[src/rtl/dmem_pkg.sv]
// Shared types for the data-memory port arbiter: port identifiers, arbitration
// states, the request bundle routed to memory and the read-return tag.
package dmem_pkg;

   typedef enum logic {
      PORT_P0 = 1'b0,
      PORT_P1 = 1'b1
   } port_id_e;

   typedef enum logic {
      PRIO_P0 = 1'b0,
      PRIO_P1 = 1'b1
   } arb_state_e;

   typedef struct packed {
      logic        we;
      logic [31:0] addr;
      logic [31:0] wdata;
      logic [3:0]  be;
   } dmem_req_t;

   typedef struct packed {
      logic     valid;
      port_id_e port;
   } rd_tag_t;

endpackage

[src/rtl/rd_tag_pipe.sv]
// Delay line of read tags, one stage per cycle of memory read latency. The tag
// leaving the last stage lines up with the read data coming back from memory.
module rd_tag_pipe
   import dmem_pkg::*;
#(
   parameter int RD_LAT = 2
) (
   input  logic    clk,
   input  logic    rst,
   input  rd_tag_t push_tag,
   output rd_tag_t out_tag
);

   localparam rd_tag_t TAG_IDLE = '{valid: 1'b0, port: PORT_P0};

   rd_tag_t stage [RD_LAT];

   generate
      for (genvar gi = 0; gi < RD_LAT; gi++) begin : g_stage
         if (gi == 0) begin : g_head
            // First stage captures the tag of whatever was issued this cycle.
            always_ff @(posedge clk or posedge rst) begin
               if (rst) begin
                  stage[gi] <= TAG_IDLE;
               end else begin
                  stage[gi] <= push_tag;
               end
            end
         end else begin : g_body
            // Later stages just shift; reset drops every in-flight read.
            always_ff @(posedge clk or posedge rst) begin
               if (rst) begin
                  stage[gi] <= TAG_IDLE;
               end else begin
                  stage[gi] <= stage[gi-1];
               end
            end
         end
      end
   endgenerate

   assign out_tag = stage[RD_LAT-1];

endmodule

[src/rtl/dmem_port_arbiter.sv]
// Two-port arbiter in front of a single-port data memory. The pipeline (port 0)
// normally wins conflicts; the debug port (port 1) is promoted after being
// refused MAX_WAIT times. Read data is steered back by a tag delay line.
module dmem_port_arbiter
   import dmem_pkg::*;
#(
   parameter int RD_LAT   = 2,
   parameter int MAX_WAIT = 4
) (
   input  logic        clk_i,
   input  logic        rst_i,
   input  logic        p0_req_i,
   input  logic        p0_we_i,
   input  logic [31:0] p0_addr_i,
   input  logic [31:0] p0_wdata_i,
   input  logic [3:0]  p0_be_i,
   output logic        p0_gnt_o,
   output logic        p0_rvalid_o,
   output logic [31:0] p0_rdata_o,
   output logic        p0_stall_o,
   input  logic        p1_req_i,
   input  logic        p1_we_i,
   input  logic [31:0] p1_addr_i,
   input  logic [31:0] p1_wdata_i,
   input  logic [3:0]  p1_be_i,
   output logic        p1_gnt_o,
   output logic        p1_rvalid_o,
   output logic [31:0] p1_rdata_o,
   output logic        mem_req_o,
   output logic        mem_we_o,
   output logic [31:0] mem_addr_o,
   output logic [31:0] mem_wdata_o,
   output logic [3:0]  mem_be_o,
   input  logic [31:0] mem_rdata_i
);

   localparam int             CNT_W   = $clog2(MAX_WAIT + 1);
   localparam logic [CNT_W-1:0] CNT_MAX = CNT_W'(MAX_WAIT);

   arb_state_e       state, state_next;
   logic [CNT_W-1:0] wait_cnt, wait_cnt_next;
   logic             gnt0, gnt1;
   dmem_req_t        sel_req;
   rd_tag_t          push_tag, out_tag;

   // Grant decision; nothing is granted while reset is held.
   always_comb begin
      gnt1 = ~rst_i & p1_req_i & (~p0_req_i | (state == PRIO_P1));
      gnt0 = ~rst_i & p0_req_i & ~gnt1;
   end

   // Starvation counter and priority flip; a p1 grant clears the count even
   // on the cycle it would otherwise saturate.
   always_comb begin
      wait_cnt_next = wait_cnt;
      state_next    = state;
      if (gnt1) begin
         wait_cnt_next = '0;
      end else if (p1_req_i && (wait_cnt != CNT_MAX)) begin
         wait_cnt_next = wait_cnt + CNT_W'(1);
      end
      case (state)
         PRIO_P0: if (wait_cnt_next == CNT_MAX) state_next = PRIO_P1;
         PRIO_P1: if (gnt1)                     state_next = PRIO_P0;
         default:                               state_next = PRIO_P0;
      endcase
   end

   // Arbitration state registers.
   always_ff @(posedge clk_i or posedge rst_i) begin
      if (rst_i) begin
         state    <= PRIO_P0;
         wait_cnt <= '0;
      end else begin
         state    <= state_next;
         wait_cnt <= wait_cnt_next;
      end
   end

   // Route the granted port's request to memory; all-zero when idle.
   always_comb begin
      sel_req = '0;
      if (gnt0) begin
         sel_req = '{we: p0_we_i, addr: p0_addr_i, wdata: p0_wdata_i, be: p0_be_i};
      end else if (gnt1) begin
         sel_req = '{we: p1_we_i, addr: p1_addr_i, wdata: p1_wdata_i, be: p1_be_i};
      end
   end

   assign mem_req_o   = gnt0 | gnt1;
   assign mem_we_o    = sel_req.we;
   assign mem_addr_o  = sel_req.addr;
   assign mem_wdata_o = sel_req.wdata;
   assign mem_be_o    = sel_req.be;

   assign p0_gnt_o   = gnt0;
   assign p1_gnt_o   = gnt1;
   assign p0_stall_o = ~rst_i & p0_req_i & ~gnt0;

   // Only granted loads produce a response.
   always_comb begin
      push_tag.valid = (gnt0 | gnt1) & ~sel_req.we;
      push_tag.port  = gnt1 ? PORT_P1 : PORT_P0;
   end

   rd_tag_pipe #(
      .RD_LAT (RD_LAT)
   ) u_rd_tag_pipe (
      .clk      (clk_i),
      .rst      (rst_i),
      .push_tag (push_tag),
      .out_tag  (out_tag)
   );

   // Steer returning read data to the port that issued it.
   always_comb begin
      p0_rvalid_o = out_tag.valid & (out_tag.port == PORT_P0);
      p1_rvalid_o = out_tag.valid & (out_tag.port == PORT_P1);
      p0_rdata_o  = p0_rvalid_o ? mem_rdata_i : 32'h0;
      p1_rdata_o  = p1_rvalid_o ? mem_rdata_i : 32'h0;
   end

endmodule

[config.mk]
export PLATFORM = sky130hd
export DESIGN_NAME = dmem_port_arbiter
export DESIGN_NICKNAME = d
export VERILOG_FILES = /design/src/rtl/dmem_pkg.sv /design/src/rtl/rd_tag_pipe.sv /design/src/rtl/dmem_port_arbiter.sv
export SDC_FILE = /design/constraint.sdc
export NUM_CORES = 1
export LEC_CHECK = 0
export CAP_MARGIN = 20
export CORE_AREA = 2 2 120 122
export CTS_BUF_LIST = sky130_fd_sc_hd__clkbuf_8
export DETAILED_ROUTE_END_ITERATION = 8
export DIE_AREA = 0 0 122 124
export GPL_ROUTABILITY_DRIVEN = 0
export PLACE_DENSITY = 0.57
export SLEW_MARGIN = 15
export SYNTH_ARGS = -nofsm -noshare
export SYNTH_HDL_FRONTEND = slang
export SYNTH_SLANG_ARGS = --single-unit
[constraint.sdc]
create_clock -name clk_i -period 2.5 [get_ports clk_i]
set_input_delay 0.625 -clock clk_i [delete_from_list [all_inputs] [get_ports clk_i]]
set_output_delay 0.625 -clock clk_i [all_outputs]
set_load 0.05 [all_outputs]
==> impl_metrics.toml <==
[status]
status = "finished, final reports clean"

[logic_synthesis]
ys_types = 25
synth_area_leaders = "a22o_1 38%, and2_1 13%, and3_1 13%, dfrtp_1 13%, buf_6 3.6%"
ys_seq_area_share_pct = 12.7
syn_area_sq_um = 1580
synthFlopType = "dfrtp_1"
syn_nets = 370
synth_top_area_cell = "a22o_1"
ys_async_sr_fraction_pct = 100
syn-instance-count = 194
synth_area_per_cell_sq_um = 8.14
synth-warning-count = 0
synth_edf_count = 0
synth_top_area_share_pct = 38.3
synthMostInstantiatedCell = "a22o_1"
ys_ff_latch = 8
yosys-top-cells-count = "69 x a22o_1, 33 x and2_1, 32 x and3_1"

[cts]
cts_max_path_buffers = 2
cts_htree_levels = 1
cts_buffers = 3
cts.sinks = 8
worstSkewPairLatency_ns = 0.22
postCtsHoldBufs = 0
clkTransAtPathRegs_ns = 0.04
cts_tree = "done"
cts_root_buf = "clkbuf_8"

[timing]
grt_setup_unrepaired = "no"
finalCriticalPeriod_ns = 2.43
hold_viol = 0
setup_viol = 0
drv_slew = 0
timing.final.crit_share_pct = 97.2
tns_ns = 0
hold_ws_ns = 0.343
tightest_slew_ns = 0.290
setup_ws_ns = 0.0712
relSlewSlack_pct = 80.7
skew_ns = 0.000696
fmax_mhz = 412

[critical_path]
path_cells = "buf_2 > a21bo_4 > nor2_4 > buf_12 > clkbuf_16 > a22o_1 > buf_12"
r2r.worst_path.cells = 5
critPathBufInv = 4
critPathLaunchType = "input port"
cp.required_ns = 1.88
r2r_start = "wait_cnt[0]"
critPathCaptureType = "primary output"
crit_type = "input port to primary output"
path_delay_family = "buffers and inverters"
rr_endpoint = "state"
max_stage_delay_ns = 0.23
cpMostUsedCell = "buf_12"
crit_path_start = "p1_req_i"
path_max_fanout = 7
rrSetupSlack_ns = 0.95
crit_arrival_ns = 1.80
cpMaxStageDelayCell = "a21bo_4"

[floorplan]
num_io_pins = 313
rows = 43
start_util_pct = 11.5
dieArea_sq_um = 15100
die_w_um = 122
coreArea_sq_um = 13700
die_h_um = 124

[drt]
wirelength_um = 13200
drt_iter0_drc = 70
routedWlPerCell_um = 19.2
viasPerCell = 4.21
drt-pass1-iter-count = 4
wl_met3_um = 1270
drcViolationCount = 0
routed.top_layer = "met5"
wl_met2_um = 6810
wl_met1_um = 4960
antenna_left = 0
num_vias = 2907

[global_routing]
grt_first_pass_wirelength_um = 18500
grt_pass1_vias = 3050
grtUsageTotal_pct = 15.9
overflow = 0
antenna_found_initial = 1
grt_start_max_net_pins = 34

[power_and_ir_drop]
pwr-share-comb_pct = 86.4
seqPwrFrac_pct = 7.7
peakVddDrop_v = 0.000209
netSwitchingFraction_pct = 44.5
power.leakage_nw = 2.95
p_int_w = 0.00142
p_per_area_nw_per_um2 = 376
switching_power_w = 0.00114
power_w = 0.00256
power_frac_clock_pct = 5.9

[place]
pre_cts_ws_ns = -0.294
dp.final_hpwl_um = 10700
portBuffers = 312

[min_path]
hold_class = "flop to flop"
worstHoldEndpoint = "u_rd_tag_pipe.out_tag[0]"
min_path_cells = 0
hp-start = "u_rd_tag_pipe.stage[2]"

[cells_and_area]
antenna_cells = 0
finish.utilization_pct = 49.6
syn_to_final_growth_pct = 331
drive_gt1_share_pct = 40.0
fill_cells = 1204
layout.nets = 688

[flow_run]
cap_viol_max_count = 0
==> worst max-delay path by stage <==
| stage | endpoint | slack, ns | cells after the start |
|---|---|---|---|
| after floorplan | mem_addr_o[23] | 0.07 | 4 |
| after global placement | mem_addr_o[5] | -0.26 | 6 |
| after detailed placement | mem_wdata_o[2] | -0.29 | 6 |
| after CTS | mem_wdata_o[10] | -0.02 | 6 |
| after global routing | mem_addr_o[27] | 0.02 | 7 |
| final | mem_addr_o[13] | 0.07 | 7 |
==> per-stage QoR <==
stage          cells  instance area, sq um
2_1_floorplan    194                  1580
3_3_place_gp     678                  6330
3_5_place_dp     678                  6330
4_1_cts          687                  6750
5_1_grt          690                  6810
6_report         690                  6810
==> kinds of logic after synthesis <==
kind of cell / count (synthesis) / synth area share [%]
mux: 1 / 0.713
simple gates: 79 / 31.9
buf+inv: 28 / 10.1
fa+ha+maj: 2 / 1.58
xor+xnor: 1 / 0.555
flops: 8 / 12.7
compound gates: 75 / 42.5
==> power groups by stage <==
stage | logic (W) | clock network [W] | registers (W)
after floorplan | 0.000945 | 0 | 0.000190
after global placement | 0.00204 | 0 | 0.000191
after detailed placement | 0.00206 | 0 | 0.000197
after CTS | 0.00221 | 0.000155 | 0.000197
after global routing | 0.00230 | 0.000165 | 0.000202
final | 0.00221 | 0.000150 | 0.000198
==> layout by cell type, fill, tap and decap left out, types with 3 or more instances in the layout <==
master           synthesis  routed
buf_12                   0     144
nor2_1                   4       4
dfrtp_1                  8       8
inv_1                    5       5
buf_16                   0       4
a22o_1                  69      42
and3_1                  32      32
buf_4                    2      11
clkbuf_8                 0       3
a22o_4                   0      27
nor2b_1                  3       3
and2_1                  33      33
clkdlybuf4s50_1          0     170
==> flip-flops by register name, summed over array words and instances (netlist names) <==
register               count
state                      1
wait_cnt                   3
u_rd_tag_pipe.out_tag      2
u_rd_tag_pipe.stage        2
==> per-layer routing <==
layer	track usage, %	vias up
li1	-	1381
met3	5.36	10
met1	19.1	1345
met4	2.73	2
met2	28.0	169
met5	0	-
==> what timing repair did <==
action / 4_1_cts / 5_1_grt
gates cloned: 4 / 2
setup buffers: 2 / 1
pin swaps: 3 / 3
setup endpoints to repair: 70 / 64
gates resized for setup: 42 / 4
hold endpoints to repair: 0 / 0
==> worst register-to-register path, cell delays in order, from the launching register on <==
cell and delay [ns]:
dfrtp_1 0.36, inv_1 0.08, ha_1 0.24, a21boi_4 0.19, mux2_2 0.37, o31ai_2 0.22
==> cell type report <==
type | count | area, sq um | share of cell area, %
Clock buffer | 3 | 41.3 | 0.606
Inverter | 5 | 18.8 | 0.276
Multi-Input combinational cell | 158 | 1460 | 21.5
Sequential cell | 8 | 200 | 2.94
Tap cell | 180 | 225 | 3.31
Timing Repair Buffer | 336 | 4860 | 71.4
No activity file was read; power rests on OpenSTA's default activity.
